### src/rtl/jtag_scan_ctrl_if.sv
// Signal bundle between the TAP controller and the scan data path.
// master drives the TAP state indicators and parallel USER capture data; slave returns the scan results.
interface jtag_scan_ctrl_if #(
  parameter int USER_W = 8
);
  logic              TDI;
  logic              Test_Logic_Reset_in;
  logic              Capture_IR_in;
  logic              Shift_IR_in;
  logic              Update_IR_in;
  logic              Capture_DR_in;
  logic              Shift_DR_in;
  logic              Update_DR_in;
  logic [USER_W-1:0] user_dr_in;
  logic              TDO;
  logic              tdo_en;
  logic [3:0]        ir_out;
  logic [USER_W-1:0] user_dr_out;
  logic              user_dr_valid;

  modport master (
    output TDI, Test_Logic_Reset_in, Capture_IR_in, Shift_IR_in, Update_IR_in,
           Capture_DR_in, Shift_DR_in, Update_DR_in, user_dr_in,
    input  TDO, tdo_en, ir_out, user_dr_out, user_dr_valid
  );

  modport slave (
    input  TDI, Test_Logic_Reset_in, Capture_IR_in, Shift_IR_in, Update_IR_in,
           Capture_DR_in, Shift_DR_in, Update_DR_in, user_dr_in,
    output TDO, tdo_en, ir_out, user_dr_out, user_dr_valid
  );
endinterface

### src/rtl/jtag_scan_ctrl.sv
// JTAG instruction/data register path: IR plus IDCODE, USER and BYPASS DRs, TDO on falling TCK.
// IR latency 4 shifts, DR latency = selected DR length; no backpressure, the TAP sets the pace.
module jtag_scan_ctrl #(
  parameter logic [31:0] IDCODE_VAL = 32'h1234_5A5B,
  parameter int          USER_W     = 8
) (
  input  logic            TCK,
  input  logic            TRST_n,
  jtag_scan_ctrl_if.slave bus
);

  localparam logic [3:0] OP_IDCODE = 4'b0001;
  localparam logic [3:0] OP_USER   = 4'b1000;

  typedef enum logic [1:0] {SEL_BYP, SEL_ID, SEL_USER} dr_sel_e;

  logic [3:0]        ir_shift_q, ir_shift_d;
  logic [3:0]        ir_q, ir_d;
  logic [31:0]       id_sr_q, id_sr_d;
  logic [USER_W-1:0] user_sr_q, user_sr_d;
  logic              byp_sr_q, byp_sr_d;
  logic [USER_W-1:0] user_out_q, user_out_d;
  logic              valid_q, valid_d;
  logic              ir_arm_q, ir_arm_d;
  logic              dr_arm_q, dr_arm_d;
  logic              tdo_q, tdo_d;
  logic              tdo_en_q, tdo_en_d;
  dr_sel_e           sel;

  always_comb begin
    case (ir_q)
      OP_IDCODE: sel = SEL_ID;
      OP_USER:   sel = SEL_USER;
      default:   sel = SEL_BYP;
    endcase
  end

  // Arm flags block an Update from committing data that no Capture has framed (e.g. after a reset).
  always_comb begin
    ir_shift_d = ir_shift_q;
    ir_d       = ir_q;
    id_sr_d    = id_sr_q;
    user_sr_d  = user_sr_q;
    byp_sr_d   = byp_sr_q;
    user_out_d = user_out_q;
    valid_d    = 1'b0;
    ir_arm_d   = ir_arm_q;
    dr_arm_d   = dr_arm_q;
    if (bus.Test_Logic_Reset_in) begin
      ir_d       = OP_IDCODE;
      ir_shift_d = '0;
      ir_arm_d   = 1'b0;
      dr_arm_d   = 1'b0;
    end else begin
      if (bus.Capture_IR_in) begin
        ir_shift_d = 4'b0001;
        ir_arm_d   = 1'b1;
      end else if (bus.Shift_IR_in) begin
        ir_shift_d = {bus.TDI, ir_shift_q[3:1]};
      end
      if (bus.Update_IR_in && ir_arm_q) begin
        ir_d = ir_shift_q;
      end
      if (bus.Capture_DR_in) begin
        dr_arm_d = 1'b1;
        case (sel)
          SEL_ID:   id_sr_d   = IDCODE_VAL;
          SEL_USER: user_sr_d = bus.user_dr_in;
          default:  byp_sr_d  = 1'b0;
        endcase
      end else if (bus.Shift_DR_in) begin
        case (sel)
          SEL_ID:   id_sr_d   = {bus.TDI, id_sr_q[31:1]};
          SEL_USER: user_sr_d = {bus.TDI, user_sr_q[USER_W-1:1]};
          default:  byp_sr_d  = bus.TDI;
        endcase
      end
      if (bus.Update_DR_in && dr_arm_q && (sel == SEL_USER)) begin
        user_out_d = user_sr_q;
        valid_d    = 1'b1;
      end
    end
  end

  always_ff @(posedge TCK or negedge TRST_n) begin
    if (!TRST_n) begin
      ir_shift_q <= '0;
      ir_q       <= OP_IDCODE;
      id_sr_q    <= '0;
      user_sr_q  <= '0;
      byp_sr_q   <= 1'b0;
      user_out_q <= '0;
      valid_q    <= 1'b0;
      ir_arm_q   <= 1'b0;
      dr_arm_q   <= 1'b0;
    end else begin
      ir_shift_q <= ir_shift_d;
      ir_q       <= ir_d;
      id_sr_q    <= id_sr_d;
      user_sr_q  <= user_sr_d;
      byp_sr_q   <= byp_sr_d;
      user_out_q <= user_out_d;
      valid_q    <= valid_d;
      ir_arm_q   <= ir_arm_d;
      dr_arm_q   <= dr_arm_d;
    end
  end

  // TDO presents the bit that the next rising edge will shift out.
  always_comb begin
    tdo_d    = 1'b0;
    tdo_en_d = 1'b0;
    if (bus.Shift_IR_in) begin
      tdo_d    = ir_shift_q[0];
      tdo_en_d = 1'b1;
    end else if (bus.Shift_DR_in) begin
      tdo_en_d = 1'b1;
      case (sel)
        SEL_ID:   tdo_d = id_sr_q[0];
        SEL_USER: tdo_d = user_sr_q[0];
        default:  tdo_d = byp_sr_q;
      endcase
    end
  end

  always_ff @(negedge TCK or negedge TRST_n) begin
    if (!TRST_n) begin
      tdo_q    <= 1'b0;
      tdo_en_q <= 1'b0;
    end else begin
      tdo_q    <= tdo_d;
      tdo_en_q <= tdo_en_d;
    end
  end

  assign bus.TDO           = tdo_q;
  assign bus.tdo_en        = tdo_en_q;
  assign bus.ir_out        = ir_q;
  assign bus.user_dr_out   = user_out_q;
  assign bus.user_dr_valid = valid_q;

endmodule

### src/flat_wrapper.sv
// flat-port wrapper written by rule: the top's interface ports become plain ports
module jtag_scan_ctrl_flat 
#(
  parameter logic [31:0] IDCODE_VAL = 32'h1234_5A5B,
  parameter int          USER_W     = 8
)
  (TCK, TRST_n, bus_TDI, bus_Test_Logic_Reset_in, bus_Capture_IR_in, bus_Shift_IR_in, bus_Update_IR_in, bus_Capture_DR_in, bus_Shift_DR_in, bus_Update_DR_in, bus_user_dr_in, bus_TDO, bus_tdo_en, bus_ir_out, bus_user_dr_out, bus_user_dr_valid);
  jtag_scan_ctrl_if #(.USER_W(USER_W)) bus_i ();
  input  logic TCK;
  input  logic TRST_n;
  input wire logic [$bits(bus_i.TDI)-1:0] bus_TDI;
  input wire logic [$bits(bus_i.Test_Logic_Reset_in)-1:0] bus_Test_Logic_Reset_in;
  input wire logic [$bits(bus_i.Capture_IR_in)-1:0] bus_Capture_IR_in;
  input wire logic [$bits(bus_i.Shift_IR_in)-1:0] bus_Shift_IR_in;
  input wire logic [$bits(bus_i.Update_IR_in)-1:0] bus_Update_IR_in;
  input wire logic [$bits(bus_i.Capture_DR_in)-1:0] bus_Capture_DR_in;
  input wire logic [$bits(bus_i.Shift_DR_in)-1:0] bus_Shift_DR_in;
  input wire logic [$bits(bus_i.Update_DR_in)-1:0] bus_Update_DR_in;
  input wire logic [$bits(bus_i.user_dr_in)-1:0] bus_user_dr_in;
  output wire logic [$bits(bus_i.TDO)-1:0] bus_TDO;
  output wire logic [$bits(bus_i.tdo_en)-1:0] bus_tdo_en;
  output wire logic [$bits(bus_i.ir_out)-1:0] bus_ir_out;
  output wire logic [$bits(bus_i.user_dr_out)-1:0] bus_user_dr_out;
  output wire logic [$bits(bus_i.user_dr_valid)-1:0] bus_user_dr_valid;
  assign bus_i.TDI = bus_TDI;
  assign bus_i.Test_Logic_Reset_in = bus_Test_Logic_Reset_in;
  assign bus_i.Capture_IR_in = bus_Capture_IR_in;
  assign bus_i.Shift_IR_in = bus_Shift_IR_in;
  assign bus_i.Update_IR_in = bus_Update_IR_in;
  assign bus_i.Capture_DR_in = bus_Capture_DR_in;
  assign bus_i.Shift_DR_in = bus_Shift_DR_in;
  assign bus_i.Update_DR_in = bus_Update_DR_in;
  assign bus_i.user_dr_in = bus_user_dr_in;
  assign bus_TDO = bus_i.TDO;
  assign bus_tdo_en = bus_i.tdo_en;
  assign bus_ir_out = bus_i.ir_out;
  assign bus_user_dr_out = bus_i.user_dr_out;
  assign bus_user_dr_valid = bus_i.user_dr_valid;
  jtag_scan_ctrl #(.IDCODE_VAL(IDCODE_VAL), .USER_W(USER_W)) u_core (.TCK(TCK), .TRST_n(TRST_n), .bus(bus_i));
endmodule
### config.mk
export PLATFORM = sky130hd
export DESIGN_NAME = jtag_scan_ctrl_flat
export DESIGN_NICKNAME = d
export VERILOG_FILES = /design/src/rtl/jtag_scan_ctrl_if.sv /design/src/rtl/jtag_scan_ctrl.sv /design/src/flat_wrapper.sv
export SDC_FILE = /design/constraint.sdc
export NUM_CORES = 1
export LEC_CHECK = 0
export ABC_CLOCK_PERIOD_IN_PS = 1790
export BUFFER_PORTS_ARGS = -buffer_cell sky130_fd_sc_hd__buf_2
export CORE_MARGIN = 2
export CORE_UTILIZATION = 40
export DETAILED_ROUTE_END_ITERATION = 6
export SLEW_MARGIN = 20
export SYNTH_ARGS = -nofsm -noshare
export SYNTH_HDL_FRONTEND = slang
export SYNTH_SLANG_ARGS = --single-unit
export TNS_END_PERCENT = 20
### constraint.sdc
create_clock -name TCK -period 1.79 [get_ports TCK]
set_input_delay 0 -clock TCK [delete_from_list [all_inputs] [get_ports TCK]]
set_output_delay 0 -clock TCK [all_outputs]
set_load 0.01 [all_outputs]
==> After elaboration in Yosys (flattened, before gate mapping) <==
Index checks and enable logic that the tools add are counted.
{ "word_totals": {"ff_bits": 62, "inputBits": 18, "out_inout_bits": 15, "wordCells": 60} }
{ "op_classes": {"n_eq_ne": 6, "muxes": 29, "n_bitwise": 1, "n_reduce_logical": 13} }
{ "ops": {"columns": ["op", "count"], "rows": [
  ["$mux 32", 4],
  ["$mux 8", 4],
  ["$mux 4", 5],
  ["$mux 1", 14],
  ["$reduce_bool 2->1", 4],
  ["$reduce_and 3->1", 2],
  ["$eq 4x1->1 const B", 1],
  ["$eq 4x4->1 const B", 1],
  ["$ne 2x2->1 const B", 2],
  ["$pmux 2 s2", 1],
  ["$reduce_and 4->1", 1],
  ["$logic_and 1x1->1", 3],
  ["$reduce_bool 3->1", 1],
  ["$eq 2x1->1 const B", 1],
  ["$eq 2x2->1 const B", 1],
  ["$pmux 1 s2", 1],
  ["$reduce_and 2->1", 1],
  ["$reduce_or 2->1", 1],
  ["$not 1->1", 1]
]} }

==> Depth between registers and ports, before layout <==
Gate-level depths: netlist of run 1.
{ "logic_depth": {"word_depth": 7, "ltp_mapped": 6, "ltp_nobuf": 6} }

==> results of run 1 <==
through the flow:
stage	hold WS (ns)	setup slack, ns	cell area (sq um)
floorplan	-0.296	-0.590	2770
global placement	0.236	-0.577	3070
detailed placement	0.237	-0.608	3070
CTS	0.00227	-0.616	3360
global route	0.00835	-0.660	3400
finish	0.0115	-0.603	3400
final cells by class:
| class | instances | area, sq um | share of cell area, % |
|---|---|---|---|
| clock inverters | 6 | 61.3 | 1.80 |
| multi-input cells | 131 | 1110 | 32.8 |
| flip-flops and latches | 62 | 1550 | 45.7 |
| repair buffers | 54 | 362 | 10.6 |
| inverters | 19 | 71.3 | 2.10 |
| clock buffers | 10 | 138 | 4.05 |
| well taps | 80 | 100 | 2.95 |
critical path, delay by kind of cell (launching register included):
| kind | cells | cell delay [ns] |
|---|---|---|
| and+or+nand+nor | 1 | 0.23 |
| AOI/OAI and AO/OA | 2 | 0.27 |
| DFF | 1 | 0.54 |
| adders and majority gates | 1 | 0.30 |
worst paths after layout:
path                                            end  slack, ns  cells past startpoint
worst max register to register       u_core.bus.TDO      -0.60                      4
worst min-delay path            u_core.user_sr_q[7]       0.01                      3
min in group asynchronous         u_core.id_sr_q[0]       0.43                      3
worst min register to register   u_core.id_sr_q[24]       0.49                      1
worst max-delay path                 u_core.bus.TDO      -0.60                      4
max in group asynchronous         u_core.bus.tdo_en       0.84                      2
power by group:
group          leakage (nW)  internal [mW]  switching [mW]  total [mW]
Combinational         0.880          0.229           0.210       0.439
Sequential            0.785           1.58          0.0776        1.66
Clock                 0.102          0.675           0.540        1.22
Total                  1.77           2.49           0.827        3.31
sequential cells by signal, summed over array words and instances, names as in the netlist:
register,cells
u_core.bus.TDO,1
u_core.byp_sr_q,1
u_core.user_sr_q,8
u_core.ir_shift_q,4
u_core.bus.tdo_en,1
u_core.bus.user_dr_out,8
u_core.id_sr_q,32
u_core.bus.user_dr_valid,1
u_core.ir_arm_q,1
u_core.dr_arm_q,1
u_core.bus.ir_out,4
metal layers:
metal | track usage (%) | wire length (um) | vias up
met5 | 0 | 0 | -
met4 | 8.95 | 104 | 0
met3 | 2.76 | 135 | 10
met2 | 22.4 | 2250 | 28
met1 | 18.3 | 2250 | 862
li1 | - | - | 848
cell usage in the layout, fill, tap and decap left out, types with 3 or more instances in the layout:
cell / n
buf_4: 16
nor2b_1: 10
nand3_1: 3
nor3_1: 3
nor2_1: 29
dlygate4sd3_1: 3
a21oi_1: 3
clkbuf_8: 10
nand2_1: 6
dfrtp_1: 59
clkinv_2: 3
mux2_4: 6
mux2i_1: 17
mux2_1: 6
mux2_2: 29
inv_1: 18
o21ai_0: 3
buf_2: 32
what timing repair did:
item	CTS	global route
pin swaps	1	0
setup endpoints to repair	43	47
gates resized for setup	3	7
endpoints found under the hold margin	67	0
hold buffers	3	0
buffers inserted	4	2
cells by family after synthesis:
group                    after synthesis  synth area share [%]
AO/OA/AOI/OAI                         12                  2.93
buffers and inverters                 30                  4.85
flip-flops                            62                  56.8
adder cells (fa/ha/maj)                2                 0.915
multiplexers                          58                  23.1
AND/OR/NAND/NOR                       59                  11.4
==> key figures, run 1 <==
Finish
  – Final core occ: 50.6%
  – Non-Filler Instances: 362
  – Fillers: 597
  – Layout cells sized above 1: 39.7%
  – Area growth from synthesis to layout: 24.3%
  – Antenna Diode Count: 0
  – Nets@finish: 297

Outcome
  – Violated checks: setup timing
  – Status: finished with violations

Worst setup path
  – Max incr delay on CP: 0.54 ns
  – Slowest CP cell: dfstp_2
  – Critical Path End Type: flop
  – CP required: 1.05 ns
  – CP arrival: 1.66 ns
  – Crit-path cells: nor4b_4 -> ha_1 -> a221oi_2 -> o31ai_1
  – Critical Path Fanout Max: 3
  – Critical setup path kind: flop to flop
  – Crit path from: u_core.bus.ir_out[0]
  – Reg-to-Reg Start: u_core.bus.ir_out[0]
  – Startpoint types: flop

Synthesis
  – EDFF count, synth: 0
  – Synthesized flop and latch total: 62
  – Post-synth top area cell: dfrtp_1
  – Commonest cells in the netlist: 59 x dfrtp_1, 35 x mux2_2, 29 x nor2_1, 19 x inv_1, 17 x mux2i_1
  – Count leader, synth: dfrtp_1
  – Synth async-reset ratio: 100%
  – Synth warn: 0
  – Synth Net Count: 243
  – Syn Inst Count: 223
  – Synth cell types: 33
  – Syn_area_per_cell: 12.3 sq um
  – Main area contributors after synthesis: dfrtp_1 54%, mux2_2 14%, mux2i_1 6.2%
  – Sequential area share after synthesis: 56.8%
  – Most used DFF post-synth: dfrtp_1
  – Post-Syn Area: 2730 sq um
  – Area fraction of the dominant cell type after synthesis: 54.0%

Pwr
  – Pwr Total: 3.31 mW
  – PD cells: 975 nW/um^2
  – VDD IR-drop max: 0.526 mV
  – Leak pwr: 1.77 nW

Timing
  – Final WS setup: -0.603 ns
  – Endpoints failing setup: 43
  – TNS Setup: -5.11 ns
  – Relative slew slack: 50.6%
  – Worst Skew: 0.00976 ns
  – Final hold viol count: 0
  – Slew @ Worst Pin: 0.742 ns
  – Final Max Slew Viols: 0
  – RSZ-0062 raised after global routing: true

Global route
  – Vias in the first global route: 1899
  – Aggregate global-route resource usage: 14.3%
  – Largest net degree at the start of global routing: 61
  – First-pass GRT wire length: 8.32 mm
  – Initial antenna violation count: 0
  – Gr ovfl total: 0

Clock tree
  – Htree depth: 3
  – CTS sink count: 62
  – Root buffer cell: clkbuf_8
  – CTS tree: done
  – CTS Buf Count: 9
  – Clock transition at the registers of the reported paths: 0.07 ns
  – Max Root-Sink Buffers: 2
  – Clk_lat worst skew: 0.33 ns

Drt
  – Routed via count: 1748
  – # DRC: 0
  – Drt initial violations: 81
  – First-pass DRT Iterations: 4
  – Antenna-violating nets left: 0
  – Routed WL: 4.74 mm
  – Routed vias/inst: 4.83
  – Drt wl/cell: 13.1 um

Die
  – Initial Util: 40.7%
  – Die Y: 86.7 um
  – Full die area: 7510 sq um
  – Die Wd: 86.7 um
  – Core Area: 6720 sq um
  – IO Pins: 33
  – Rows: 30

Placement
  – Dpl hpwl: 3.11 mm
  – Port-buffer cells: 32
  – Dpl cells: 338
  – Routability-driven placement congestion ratio: 0.698

Run
  – Max Cap Violations: 0

Hold path
  – Worst Hold Class: input port to flop
  – Worst Hold Launch: bus_user_dr_in[7]
(Power assumes the default switching activity.)
==> run 2, diff against run 1 <==
==> constraint.sdc (replaced) <==
create_clock -name TCK -period 1.79 [get_ports TCK]
set_input_delay 0.0895 -clock TCK [delete_from_list [all_inputs] [get_ports TCK]]
set_output_delay 0.0895 -clock TCK [all_outputs]
set_load 0.01 [all_outputs]
==> key figures, run 2 (synthesis gave the netlist of run 1 again) <==
Die
  – Full die area: 7510 sq um (unchanged)
  – IO Pins: 33 (unchanged)
  – Rows: 30 (unchanged)
  – Initial Util: 40.7% (unchanged)
  – Core Area: 6720 sq um (unchanged)
  – Die Wd: 86.7 um (unchanged)
  – Die Y: 86.7 um (unchanged)

Clock tree
  – CTS tree: done
  – Clk_lat worst skew: 0.34 ns (about the same)
  – Max Root-Sink Buffers: 2 (unchanged)
  – CTS sink count: 62 (unchanged)
  – CTS Buf Count: 9 (unchanged)
  – Root buffer cell: clkbuf_8
  – Clock transition at the registers of the reported paths: 0.07 ns (about the same)
  – Htree depth: 3 (unchanged)

Placement
  – Routability-driven placement congestion ratio: 0.697 (about the same)
  – Port-buffer cells: 32 (unchanged)
  – Pre-CTS WS: -0.627 ns (-0.0194 ns)
  – Placed cell area: 3070 sq um (unchanged)
  – Dpl cells: 338 (unchanged)
  – Dpl hpwl: 3.14 mm (+0.92%)

Global route
  – Vias in the first global route: 1820 (-4.2%)
  – Largest net degree at the start of global routing: 61 (unchanged)
  – Initial antenna violation count: 0 (unchanged)
  – First-pass GRT wire length: 8.53 mm (+2.5%)
  – Gr ovfl total: 0 (unchanged)
  – Aggregate global-route resource usage: 14.8% (+0.53 points)

Timing
  – Final Max Slew Viols: 0 (unchanged)
  – Relative slew slack: 49.5% (-1.1 points)
  – Final hold viol count: 0 (unchanged)
  – TNS Setup: -4.60 ns (+0.510 ns)
  – WHS: 0.0514 ns (+0.0400 ns)
  – Slew @ Worst Pin: 0.758 ns (+0.0163 ns)
  – RSZ-0062 raised after global routing: true
  – Endpoints failing setup: 38 (-12%)
  – Worst Skew: 0.0161 ns (+0.00636 ns)
  – Final WS setup: -0.627 ns (-0.0239 ns)

Drt
  – Antenna-violating nets left: 0 (unchanged)
  – Routed vias/inst: 4.78 (-0.94%)
  – Drt initial violations: 97 (+20%)
  – # DRC: 0 (unchanged)
  – Drt wl/cell: 13.9 um (+5.9%)
  – First-pass DRT Iterations: 4 (unchanged)
  – Routed via count: 1722 (-1.5%)
  – Routed WL: 4.99 mm (+5.3%)

Pwr
  – Clock share of power: 42.6% (+5.9 points)
  – VDD IR-drop max: 0.495 mV (-5.9%)
  – Pint: 2.82 mW (+13%)
  – PD cells: 1080 nW/um^2 (+11%)
  – Switch share: 23.5% (-1.4 points)
  – Leak pwr: 1.77 nW (-0.10%)
  – Sw power: 868 uW (+4.8%)
  – Gate power share: 12.3% (-1.0 points)
  – Seq pwr share: 45.0% (-5.1 points)

Finish
  – Layout cells sized above 1: 39.3% (-0.43 points)
  – Most common cell after layout, fill and taps aside: dfrtp_1
  – Fillers: 600 (+0.50%)
  – Max reg flops: 32 (unchanged)
  – Final instance area: 3420 sq um (+0.63%)
  – Reg with most FFs: u_core.id_sr_q
  – Nets@finish: 295 (-0.67%)
  – Antenna Diode Count: 0 (unchanged)
  – Non-Filler Instances: 360 (-0.55%)
  – Area growth from synthesis to layout: 25.1%
  – Reg area: 1550 sq um (unchanged)
  – Multi-input logic area: 1080 sq um (-2.9%)
  – Commonest cells after routing, fill and taps aside: 59 x dfrtp_1, 35 x mux2_2, 32 x buf_2

Outcome
  – Violated checks: setup timing
  – Status: finished with violations

Worst setup path
  – Startpoint types: flop
  – R2r setup slk: -0.63 ns (-0.02 ns)
  – Crit path to: u_core.bus.TDO
  – CP required: 1.06 ns (about the same)
  – Worst R2R Path Depth: 5 (+1)
  – Reg2reg end: u_core.bus.TDO
  – Reg-to-Reg Start: u_core.bus.ir_out[0]
  – Critical setup path kind: flop to flop
  – Crit path from: u_core.bus.ir_out[0]
  – Critical Path End Type: flop
  – CP arrival: 1.69 ns (+0.03 ns)
  – Critical Path Fanout Max: 3 (unchanged)

Run
  – Max Cap Violations: 0 (unchanged)

Hold path
  – Worst Hold Class: input port to flop
-- run 2: cell types whose count changed in the layout (fill, tap and decap cells not counted), sizes merged --
| cell | before | now |
|---|---|---|
| clkinvlp | 1 | 2 |
| buf | 51 | 49 |
| clkbuf | 10 | 12 |
| bufinv | 1 | 3 |
| clkinv | 4 | 0 |
| dlygate4sd3 | 3 | 2 |
-- run 2: cell type report --
type                            count  area share, %
Inverter                           19           2.09
Tap cell                           80           2.93
Timing Repair Buffer               52           10.5
Multi-Input combinational cell    131           31.6
Clock buffer                       11           4.43
Sequential cell                    62           45.4
Clock inverter                      5           3.07
-- run 2: critical path: stages (launching register included) --
cell      delay [ns]
dfstp_2         0.54
nor4b_4         0.21
inv_1           0.07
ha_2            0.18
a221oi_2        0.25
o31ai_1         0.10
-- run 2: worst min path at each step --
| stage | startpoint | end | slack, ns | depth (start not counted) |
|---|---|---|---|---|
| 2_1_floorplan | TRST_n | u_core.bus.ir_out[1] | -0.21 | 0 |
| 3_3_place_gp | bus_Capture_IR_in | u_core.ir_shift_q[1] | 0.33 | 2 |
| 3_5_place_dp | bus_Capture_IR_in | u_core.ir_shift_q[1] | 0.32 | 2 |
| 4_1_cts | bus_Update_IR_in | u_core.bus.ir_out[3] | 0.04 | 3 |
| 5_1_grt | bus_Update_IR_in | u_core.bus.ir_out[2] | 0.08 | 3 |
| 6_report | bus_Update_IR_in | u_core.bus.ir_out[3] | 0.05 | 3 |
-- run 2: per-stage QoR --
step	power, mW	utilization [%]
detailed placement	2.13	45.8
CTS	3.72	50.4
global placement	2.11	45.8
global route	3.87	50.9
floorplan	1.99	-
finish	3.69	50.9
-- run 2: metal layers --
layer	vias up	global-route usage [%]	wire length (um)	part of all wire (%)
met5	-	0	0	0
met4	0	9.09	155	3.1
met3	12	3.81	150	3.0
met2	31	22.0	2290	46
met1	837	19.5	2390	48
li1	842	-	-	-
-- run 2: power by group through the flow --
stage	Combinational [mW]	Sequential (mW)	Clock, mW
after floorplan	0.317	1.67	0
after global placement	0.429	1.68	0
after detailed placement	0.442	1.69	0
after CTS	0.453	1.66	1.61
after global routing	0.522	1.69	1.67
final	0.455	1.66	1.57
-- run 2: timing repair --
item	4_1_cts	5_1_grt
pin swaps	0	1
gates resized for setup	1	1
hold buffers	2	0
gates cloned	0	1
setup endpoints to repair	46	52
setup buffers	2	1
hold endpoints to repair	44	0
